File: src/rtl/instr_mem_loader.sv
// Boot loader for the instruction memory: receives a length-prefixed image
// over UART bytes, writes it from word 0, then hands the port to fetch.
module instr_mem_loader #(
  parameter int          ADDR_W    = 13,
  parameter int          MAX_WORDS = 8192,
  parameter logic [31:0] NOP_INSTR = 32'h0000_0013
) (
  input  logic              clk_i,
  input  logic              rst_i,
  input  logic              rx_valid_i,
  input  logic [7:0]        rx_data_i,
  input  logic              skip_i,
  input  logic [31:0]       core_pc_i,
  output logic [31:0]       core_instr_o,
  output logic              core_stall_o,
  output logic [ADDR_W-1:0] mem_addr_o,
  output logic              mem_we_o,
  output logic [31:0]       mem_wdata_o,
  input  logic [31:0]       mem_rdata_i,
  output logic              boot_done_o,
  output logic              err_o
);

  typedef enum logic [2:0] {
    HDR,
    DATA,
    WR,
    RUN,
    ERR
  } state_t;

  localparam logic [31:0] MAXW = MAX_WORDS;

  state_t            r_state;
  logic [1:0]        r_bcnt;
  logic [ADDR_W:0]   r_widx;
  logic [31:0]       r_len;
  logic [23:0]       r_asm;
  logic [ADDR_W-1:0] r_waddr;
  logic [31:0]       r_wdata;
  logic              r_we;

  logic [31:0]       w_word;
  logic [ADDR_W:0]   w_widx_nx;
  logic              w_accept;
  logic              w_run;
  logic              w_unused_pc;

  assign w_word    = {rx_data_i, r_asm};
  assign w_widx_nx = r_widx + 1'b1;
  assign w_run     = (r_state == RUN);
  // Bytes are taken in WR too, so a back-to-back stream never loses one.
  assign w_accept  = rx_valid_i &&
                     ((r_state == HDR) ||
                      (r_state == DATA) ||
                      (r_state == WR));

  always_ff @(posedge clk_i or posedge rst_i) begin
    if (rst_i) begin
      r_state <= HDR;
      r_bcnt  <= '0;
      r_widx  <= '0;
      r_len   <= '0;
      r_asm   <= '0;
      r_waddr <= '0;
      r_wdata <= '0;
      r_we    <= 1'b0;
    end else begin
      r_we <= 1'b0;
      if (w_accept) begin
        r_bcnt <= r_bcnt + 2'd1;
        case (r_bcnt)
          2'd0:    r_asm[7:0]   <= rx_data_i;
          2'd1:    r_asm[15:8]  <= rx_data_i;
          2'd2:    r_asm[23:16] <= rx_data_i;
          default: ;
        endcase
      end
      case (r_state)
        HDR: begin
          if (skip_i && (r_bcnt == 2'd0)) begin
            r_state <= RUN;
          end else if (rx_valid_i && (r_bcnt == 2'd3)) begin
            r_len <= w_word;
            if (w_word == 32'd0)
              r_state <= RUN;
            else if (w_word > MAXW)
              r_state <= ERR;
            else
              r_state <= DATA;
          end
        end
        DATA: begin
          if (rx_valid_i && (r_bcnt == 2'd3)) begin
            r_wdata <= w_word;
            r_waddr <= r_widx[ADDR_W-1:0];
            r_we    <= 1'b1;
            r_state <= WR;
          end
        end
        WR: begin
          r_widx <= w_widx_nx;
          if (32'(w_widx_nx) == r_len)
            r_state <= RUN;
          else
            r_state <= DATA;
        end
        default: ;
      endcase
    end
  end

  assign w_unused_pc  = ^{core_pc_i[31:ADDR_W+2], core_pc_i[1:0]};

  assign mem_addr_o   = w_run ? core_pc_i[ADDR_W+1:2] : r_waddr;
  assign core_instr_o = w_run ? mem_rdata_i : NOP_INSTR;
  assign mem_we_o     = r_we;
  assign mem_wdata_o  = r_wdata;
  assign core_stall_o = !w_run;
  assign boot_done_o  = w_run;
  assign err_o        = (r_state == ERR);

endmodule

File: config.mk
export PLATFORM = sky130hd
export DESIGN_NAME = instr_mem_loader
export DESIGN_NICKNAME = d
export VERILOG_FILES = /design/src/rtl/instr_mem_loader.sv
export SDC_FILE = /design/constraint.sdc
export NUM_CORES = 1
export LEC_CHECK = 0
export CORE_MARGIN = 3
export CORE_UTILIZATION = 23
export DETAILED_ROUTE_END_ITERATION = 12
export GPL_ROUTABILITY_DRIVEN = 0
export PLACE_DENSITY_LB_ADDON = 0.3
export SETUP_SLACK_MARGIN = 0.4
export SYNTH_ARGS = -nofsm -noshare
export SYNTH_HDL_FRONTEND = slang
export SYNTH_SLANG_ARGS = --single-unit
export TNS_END_PERCENT = 100
File: constraint.sdc
create_clock -name clk_i -period 4.3 [get_ports clk_i]
set_input_delay 1.075 -clock clk_i [delete_from_list [all_inputs] [get_ports clk_i]]
set_output_delay 1.075 -clock clk_i [all_outputs]
set_load 0.02 [all_outputs]
==> results_dict.tcl <==
set metrics [dict create \
    dpl_worst_slack_ns 0.855 \
    finalPower_uw 2640 \
    vdd_ir_drop_max_uv 291 \
    grt_util_all_layers_pct 11.0 \
    first_pass_iters 4 \
    rsz0062_at_grt "no" \
    grt_max_degree 47 \
    worstSetupPathType "reg -> out" \
    fin_crit_sh_pct 83.4 \
    cellLeakagePower_uw 0.00366 \
    die_h_um 163 \
    cts_tree "built" \
    syn_inst 443 \
    hold_buffers 0 \
    setup_viol 0 \
    ys_async_sr_fraction_pct 100 \
    die_w_um 163 \
    cp-start-kind "flop" \
    yosys_warnings 0 \
    timing.slew.headroom_pct 42.6 \
    synth.distinct_cells 50 \
    path_clk_slew_ns 0.06 \
    ys_ff_latch 121 \
    vias 4026 \
    clock_skew_ns 0.00870 \
    finalMaxSlewViolations 0 \
    antenna_cells 0 \
    cts_resized 0 \
    synth_edf_count 0 \
    synth.yosys.seq_area_share_pct 53.3 \
    coreArea_sq_mm 0.0239 \
    dpl_cell_area_sq_mm 0.00740 \
    rows 56 \
    mostFrequentLayoutCells "137 x clkdlybuf4s50_1, 121 x dfrtp_1, 113 x mux2_2" \
    wl_mm 14.3 \
    place_hpwl_mm 10.5 \
    ys.flop_type "dfrtp_1" \
    clock_latency_ns 0.41 \
    io_pins 157 \
    maxCapViolCount 0 \
    hold_path.class "reg -> reg" \
    max_freq_mhz 279 \
    critPathMaxFanout 44 \
    synth_top_area_share_pct 53.3 \
    drc_errors 0 \
    cts_buffer_depth 2 \
    port_buffers 137 \
    fill_cells 2383 \
    overflow 0 \
    cts_made_buffers 17 \
    tightest_slew_ns 0.860 \
    netlist_area_sq_mm 0.00568 \
    p_per_area_mw_per_mm2 332 \
    grt_first_pass_wirelength_mm 23.1 \
    finalHoldViolCount 0 \
    wl_per_cell_um 15.6 \
    area_growth_pct 40.3 \
    drive_gt1_share_pct 27.6 \
    initial_core_util_pct 23.8 \
    timing.final.ws_setup_ns 0.713 \
    cp.arrival_ns 2.51 \
    vias_per_cell 4.40 \
    post_cts_buffers 0 \
    required_ns 3.22 \
    drtAntennaViolNets 0 \
    cts.sink_count 121 \
    period_minus_slack_ns 3.59 \
    die-area_sq_mm 0.0266 \
    antenna_found_initial 0 \
    cts-root-buf "clkbuf_16" \
    mostFrequentLayoutCell "clkdlybuf4s50_1" \
    tns_ns 0 \
    syn_nets 524 \
    outcome "finished clean" \
    grt_pass1_vias 4260 \
    stdcell_area_sq_mm 0.00797 \
    htreeDepth 4 \
    synth_area_leader_cell "dfrtp_1" \
    synth_area_per_cell_sq_um 12.8 \
    crit_path_end_kind "output pin" \
    drtIter0Drc 117 \
    utilization_pct 33.3 \
    synth_area_leaders "dfrtp_1 53%, mux2_2 22%, and2_1 3.3%" \
    nets 665 \
]
## final timing paths
kind,from,slack [ns],end,cells past startpoint
min in group asynchronous,rst_i,1.18,r_waddr[7],2
worst min-delay path,r_waddr[3],0.48,r_waddr[3],1
worst min register to register,r_waddr[3],0.48,r_waddr[3],1
max in group asynchronous,rst_i,2.33,mem_wdata_o[7],3
worst max register to register,r_widx[0],2.10,r_state[1],6
worst max-delay path,r_state[1],0.71,mem_addr_o[3],5
## cell type report
cell class              count  area [sq um]  area share [%]
flip-flops and latches    121          3030            38.0
multi-input cells         292          2500            31.4
repair buffers            145          1440            18.1
clock buffers              18           439            5.51
well taps                 319           399            5.01
clock inverters            14           125            1.57
inverters                   7          30.0           0.377
## cells in the mapped netlist, types with 2 or more instances
library cell / instances
dfrtp_1: 121
mux2_2: 113
and2_1: 30
xnor2_1: 18
nand2_1: 17
nor2_1: 13
buf_2: 11
nor4_1: 11
xor2_1: 11
nand4_1: 10
o21ai_0: 8
inv_1: 7
and3_1: 6
clkbuf_1: 6
nand3_1: 6
buf_4: 5
ha_1: 5
a21oi_1: 4
nor3_1: 4
or3_1: 3
a211o_1: 2
a31oi_1: 2
mux2_1: 2
nor3b_1: 2
## report_power, final
part,leakage [uW],internal [uW],switching (uW)
Sequential,0.00167,1140,0
Combinational,0.00171,95.9,81.9
Clock,0.000272,809,518
## per-layer routing
| metal | track usage (%) | share of wire (%) |
|---|---|---|
| met1 | 13.4 | 44 |
| met4 | 3.42 | 1.3 |
| met5 | 0 | 0 |
| met3 | 4.51 | 8.9 |
| met2 | 17.9 | 46 |
## metrics by stage
step,instances,hold WS (ns)
2_1_floorplan,443,0.454
3_3_place_gp,884,0.473
3_5_place_dp,884,0.479
4_1_cts,916,0.487
5_1_grt,916,0.514
6_report,916,0.484
## state kept, by name, indices dropped and copies added, names as in the netlist
| register | flops |
|---|---|
| mem_wdata_o | 32 |
| mem_we_o | 1 |
| r_asm | 24 |
| r_bcnt | 2 |
| r_len | 32 |
| r_state | 3 |
| r_waddr | 13 |
| r_widx | 14 |
## critical path: stages, from the launching register on
cell,delay (ns)
dfrtp_1,0.51
nand2_1,0.20
nor2_2,0.11
buf_4,0.34
mux2_2,0.38
clkdlybuf4s50_1,0.54
## logic make-up (layout without fill, tap and decap cells)
family	count (synthesis)	in the layout	share of synthesized area [%]
XOR/XNOR	29	29	4.47
multiplexers	115	115	22.8
buffers and inverters	30	184	2.69
AND/OR/NAND/NOR	115	115	12.0
flip-flops	121	121	53.3
adder cells (fa/ha/maj)	5	5	1.10
AO/OA/AOI/OAI	28	28	3.61
Note: power is estimated with default switching activity, not from simulation.
